===== src/rtl/imem_loader.sv =====
// Boot-time IMEM loader: collects a little-endian word count and instruction words
// from a byte stream, writes them to consecutive IMEM addresses and holds the core meanwhile.
module imem_loader #(
  parameter int INST_WIDTH_LENGTH = 32,
  parameter int ADDR_WIDTH        = 18,
  parameter int MEM_DEPTH         = 1 << 18
) (
  input  logic                         clk,
  input  logic                         rst,
  input  logic                         start,
  input  logic [7:0]                   rx_data,
  input  logic                         rx_valid,
  output logic                         rx_ready,
  output logic                         mem_we,
  output logic [ADDR_WIDTH-1:0]        mem_waddr,
  output logic [INST_WIDTH_LENGTH-1:0] mem_wdata,
  output logic                         busy,
  output logic                         cpu_hold,
  output logic                         done,
  output logic                         err
);

  localparam int CNT_W = ADDR_WIDTH + 1;

  typedef enum logic [2:0] {
    IDLE,
    LEN,
    DATA,
    WRITE,
    DONE,
    ERR
  } state_t;

  state_t                       state_q, state_d;
  logic [1:0]                   byteCnt_q, byteCnt_d;
  logic [CNT_W-1:0]             wordCnt_q, wordCnt_d;
  logic [31:0]                  len_q, len_d;
  logic [INST_WIDTH_LENGTH-1:0] word_q, word_d;

  logic                         accept;
  logic [31:0]                  lenNext;
  logic [CNT_W-1:0]             wordCntInc;

  always_ff @(posedge clk) begin
    if (rst) begin
      state_q   <= IDLE;
      byteCnt_q <= '0;
      wordCnt_q <= '0;
      len_q     <= '0;
      word_q    <= '0;
    end else begin
      state_q   <= state_d;
      byteCnt_q <= byteCnt_d;
      wordCnt_q <= wordCnt_d;
      len_q     <= len_d;
      word_q    <= word_d;
    end
  end

  // Bytes shift in from the top so the first byte received ends up in bits [7:0].
  assign lenNext    = {rx_data, len_q[31:8]};
  assign wordCntInc = wordCnt_q + 1'b1;
  assign accept     = rx_valid && rx_ready;

  always_comb begin
    state_d   = state_q;
    byteCnt_d = byteCnt_q;
    wordCnt_d = wordCnt_q;
    len_d     = len_q;
    word_d    = word_q;
    case (state_q)
      IDLE, DONE, ERR: begin
        if (start) begin
          byteCnt_d = '0;
          wordCnt_d = '0;
          len_d     = '0;
          state_d   = LEN;
        end
      end
      LEN: begin
        if (accept) begin
          len_d     = lenNext;
          byteCnt_d = byteCnt_q + 2'd1;
          if (byteCnt_q == 2'd3) begin
            if (lenNext == 32'd0) begin
              state_d = DONE;
            end else if (lenNext > 32'(MEM_DEPTH)) begin
              state_d = ERR;
            end else begin
              state_d = DATA;
            end
          end
        end
      end
      DATA: begin
        if (accept) begin
          word_d    = {rx_data, word_q[INST_WIDTH_LENGTH-1:8]};
          byteCnt_d = byteCnt_q + 2'd1;
          if (byteCnt_q == 2'd3) begin
            state_d = WRITE;
          end
        end
      end
      WRITE: begin
        wordCnt_d = wordCntInc;
        if (32'(wordCntInc) == len_q) begin
          state_d = DONE;
        end else begin
          state_d = DATA;
        end
      end
      default: state_d = IDLE;
    endcase
  end

  // Write strobe is masked by reset so an abort during WRITE never reaches the memory.
  assign rx_ready  = (state_q == LEN) || (state_q == DATA);
  assign mem_we    = (state_q == WRITE) && !rst;
  assign mem_waddr = wordCnt_q[ADDR_WIDTH-1:0];
  assign mem_wdata = word_q;
  assign busy      = (state_q == LEN) || (state_q == DATA) || (state_q == WRITE);
  assign cpu_hold  = busy;
  assign done      = (state_q == DONE);
  assign err       = (state_q == ERR);

endmodule


===== config.mk =====
export PLATFORM = sky130hd
export DESIGN_NAME = imem_loader
export DESIGN_NICKNAME = d
export VERILOG_FILES = /design/src/rtl/imem_loader.sv
export SDC_FILE = /design/constraint.sdc
export NUM_CORES = 1
export LEC_CHECK = 0
export BUFFER_PORTS_ARGS = -buffer_cell sky130_fd_sc_hd__buf_4
export CORE_MARGIN = 3
export CORE_UTILIZATION = 55
export CTS_BUF_LIST = sky130_fd_sc_hd__clkbuf_4
export CTS_CLUSTER_SIZE = 40
export DETAILED_ROUTE_END_ITERATION = 7
export PLACE_DENSITY = 0.78
export SLEW_MARGIN = 10
export SYNTH_ARGS = -nofsm -noshare
export SYNTH_HDL_FRONTEND = slang
export SYNTH_SLANG_ARGS = --single-unit

===== constraint.sdc =====
create_clock -name clk -period 4 [get_ports clk]
set_clock_uncertainty 0.15 [all_clocks]
set_input_delay 1 -clock clk [delete_from_list [all_inputs] [get_ports clk]]
set_output_delay 1 -clock clk [all_outputs]
set_load 0.02 [all_outputs]

# Yosys cells after proc, flatten, opt, wreduce, memory -nomap -nowiden
# Cells that the tools add are included.
# W data, S select, Z words.
[word_totals]
reg_bits = 88
input_bits = 12
wordCells = 55
[classes]
add_sub_neg = 2
n_lt_le_gt_ge = 1
n_eq_ne = 13
muxes = 17
n_reduce_logical = 17
[op_table]
columns = ["op", "count"]
rows = [
  ["$mux W32", 2],
  ["$pmux W32 S2", 1],
  ["$pmux W19 S2", 1],
  ["$eq A19 B32 Y1", 1],
  ["$gt A32 B19 Y1 const B", 1],
  ["$logic_not A32 Y1", 1],
  ["$mux W3", 8],
  ["$add A19 B1 Y19 const B", 1],
  ["$mux W19", 1],
  ["$pmux W3 S4", 1],
  ["$ne A2 B2 Y1 const B", 5],
  ["$eq A3 B2 Y1 const B", 2],
  ["$eq A3 B3 Y1 const B", 2],
  ["$reduce_and A3 Y1", 2],
  ["$reduce_bool A2 Y1", 3],
  ["$reduce_and A5 Y1", 1],
  ["$mux W2", 2],
  ["$pmux W2 S2", 1],
  ["$reduce_and A2 Y1", 2],
  ["$eq A3 B1 Y1 const B", 1],
  ["$logic_not A3 Y1", 1],
  ["$reduce_or A3 Y1", 1],
  ["$add A2 B1 Y2 const B", 1],
  ["$eq A2 B2 Y1 const B", 1],
  ["other kinds (5)", 7],
]

# Longest topological paths before layout
[logic_depth]
depth_word = 6
mapped_depth = 9
depth_no_buf = 8

# Least setup slack after synthesis
# OpenSTA, ideal clock, no wires.
[synth_path]
path_kind = "input to output"
start = "in rst"
end = "out mem_we"
t_arrival_ns = 1.630
t_required_ns = 2.850
setup_slack_ns = 1.220
path_stages = 3
path_cell_list = "clkbuf_8 -> clkbuf_1 -> nor2_1"
[synth_via]
elab_chain_len = 2
[synth_rtl]
columns = ["item", "line", "text"]
rows = [
  ["start: declaration", "9", "input logic rst,"],
  ["$logic_not A1 Y1", "118", "assign mem_we = (state_q == WRITE) && !rst;"],
  ["$logic_and A1 B1 Y1", "118", ""],
  ["end: declaration", "14", "output logic mem_we,"],
]
# Every way passes these cells.

# Worst setup path in the final report
[layout_path]
start = "reg state_q[0]"
end = "out mem_we"
[layout_via]
elab_chain_len = 2
[layout_rtl]
columns = ["item", "line", "text"]
rows = [
  ["start: declaration", "34", "state_t state_q, state_d;"],
  ["start signal: assignment", "52", "state_q <= state_d;"],
  ["$eq A3 B2 Y1", "118", ""],
  ["$logic_and A1 B1 Y1", "118", ""],
]
# Every way passes these cells.

==> flow_summary.toml <==
[floorplan]
die_area_um2 = 9090
chipHeight_um = 95.4
pin_count = 68
rows = 31
die_x_um = 95.4
start_util = 0.587
core-area_um2 = 7490

[placed_design]
dpl.hpwl_um = 7320
placedCellCount = 692
io_buffers = 67
place_worst_setup_slack_ns = 1.20
placed_cell_area_um2 = 4720
gp_congestion = 0.921

[timing]
period_share = 0.800
whs_ns = 0.316
fmax_mhz = 312
min_period_ns = 3.20
worst_slew_pin_slew_ns = 0.957
tns_ns = 0
setup_violations = 0
slew_violations = 0
rsz0062_at_grt = "false"
fin_ws_ns = 0.800
report.final.hold_viol_count = 0
slew_headroom = 0.362

[setup_path]
path_max_fanout = 26
critPathLaunch = "state_q[0]$_SDFFE_PP0P_"
critPathLaunchType = "register"
cp_data_required_time_ns = 2.85
end_kind = "primary output"
crit_arrival_ns = 2.05
critPathKind = "reg -> out"
reg2reg_from = "wordCnt_q[3]$_SDFFE_PP0P_"

[routing]
first_pass_iters = 6
drt-total-wl_um = 10700
num_vias = 4124
first_iter_violations = 307
ant_nets = 0
viasPerCell = 5.82
drc = 0
wire_per_inst_um = 15.1

[synth]
synthTopCellsByArea = "dfxtp_1 40%, a21oi_1 11%, nand2_1 10%, nand3_1 4.7%, buf_4 3.8%"
ys.flop_type = "dfxtp_1"
ys.warnings.count = 0
async_flop_share = 0
syn_area_um2 = 4390
seq_area_frac_synth = 0.401
yosysTopAreaCell = "dfxtp_1"
synth_top_area_frac = 0.401
synth_edf_count = 0
synth_most_common_cell = "nand2_1"
synthDistinctLibCells = 53
synthCells = 580
syn_nets = 594
yosys-top-cells-count = "117 x nand2_1, 93 x a21oi_1, 88 x dfxtp_1"
avgSynthCellArea_um2 = 7.57
ys_ff_latch = 88

[min_path]
hold_path.class = "reg -> reg"
hold_start = "mem_wdata[4]$_SDFFE_PP0P_"

[global_routing]
antenna_found_initial = 0
grt_pass1_vias = 3675
grt_use_total = 0.240
grt_pass1_wl_um = 17500
grt_max_degree = 89
gr-total-overflow = 0

[cts]
cts_tree = "built"
clkSlewWorstSetupHoldPaths_ns = 0.15
root_buffer = "clkbuf_4"
clock_path_buffers = 2
cts_sinks = 88
cts_buffers = 9
postCtsSetupBuffers = 0
clock_latency_ns = 0.44
hold_buffers = 0
htree_levels = 3
cts_resized = 0

[finish]
final_util = 0.651
diodes = 0
syn2layout_area_growth_pct = 10.9
filler_cell_count = 683
fin_nets = 618
drive_gt1_frac = 0.164
final_cells = 708
final_cell_area_um2 = 4870

[flow_run]
cap_violations = 0

[pwr]
irDropWorstVdd_v = 0.000207
power_per_cell_area_nw_per_um2 = 313
power_mw = 1.52
leakage_nw = 1.87

[status]
outcome = "finished clean"
[where the power goes]
group	switching [mW]	leakage, nW	total, mW	internal (mW)
Sequential	0.00563	0.709	0.887	0.882
Clock	0.325	0.0795	0.533	0.208
Combinational	0.0726	1.08	0.104	0.0310
Total	0.404	1.87	1.52	1.12
[cells in the final DEF, fill, tap and decap left out, types with 2 or more instances in the layout]
| cell type | Yosys | layout |
|---|---|---|
| a211oi_1 | 3 | 3 |
| a21o_1 | 3 | 3 |
| a21oi_1 | 93 | 92 |
| a22oi_1 | 2 | 2 |
| a31oi_1 | 4 | 4 |
| and3_1 | 8 | 8 |
| buf_4 | 22 | 73 |
| clkbuf_4 | 0 | 10 |
| dfxtp_1 | 88 | 88 |
| ha_1 | 2 | 2 |
| inv_1 | 2 | 2 |
| inv_6 | 0 | 2 |
| nand2_1 | 117 | 117 |
| nand2b_1 | 2 | 2 |
| nand3_1 | 41 | 41 |
| nand3b_1 | 3 | 3 |
| nand4_1 | 9 | 9 |
| nor2_1 | 41 | 40 |
| nor2_2 | 1 | 2 |
| nor2b_1 | 4 | 4 |
| nor3_1 | 14 | 14 |
| nor3b_1 | 2 | 2 |
| nor4_1 | 6 | 6 |
| o21ai_0 | 15 | 15 |
| o22a_1 | 2 | 2 |
| or3_1 | 6 | 6 |
| or4_1 | 4 | 4 |
| xnor2_1 | 16 | 16 |
| xor2_1 | 11 | 11 |
[routing by layer]
| layer | GRT usage | wire length, um | vias up |
|---|---|---|---|
| met3 | 0.0379 | 756 | 15 |
| met2 | 0.362 | 4930 | 171 |
| met4 | 0.0938 | 176 | 0 |
| li1 | - | - | 2029 |
| met5 | 0 | 0 | - |
| met1 | 0.341 | 4860 | 1909 |
[state kept, by name (all words and copies together) (netlist names)]
name,flops
wordCnt_q,19
mem_wdata,32
byteCnt_q,2
len_q,32
state_q,3
[worst max-delay path: stages (launching register included)]
cell and delay (ns):
dfxtp_1 0.54, inv_1 0.22, nor2_1 0.17, nand2_1 0.06
buf_4 0.25, nor2_1 0.19, buf_4 0.18
[logic make-up (layout without fill, tap and decap cells)]
group,count (synthesis),count (layout),synth area share
AO/OA/AOI/OAI,133,133,0.169
XOR/XNOR,27,27,0.0538
adder cells (fa/ha/maj),2,2,0.00570
buffers and inverters,63,92,0.0821
flip-flops,88,88,0.401
multiplexers,1,1,0.00228
AND/OR/NAND/NOR,266,266,0.286
[cell type report]
class                   count  area (um^2)  area share
repair buffers             73          548       0.113
clock inverters             6         75.1      0.0154
flip-flops and latches     88         1760       0.362
well taps                  99          124      0.0254
inverters                   3         11.3     0.00231
multi-input cells         429         2280       0.467
clock buffers              10         75.1      0.0154
[worst paths after layout]
| kind | end | slack, ns | depth (start not counted) |
|---|---|---|---|
| setup / recovery | mem_we | 0.80 | 6 |
| hold / removal | mem_wdata[4]$_SDFFE_PP0P_ | 0.32 | 2 |
| setup reg to reg | state_q[1]$_SDFFE_PP0P_ | 1.15 | 7 |
| hold reg to reg | mem_wdata[4]$_SDFFE_PP0P_ | 0.32 | 2 |
No activity file was read; power rests on OpenSTA's default activity.
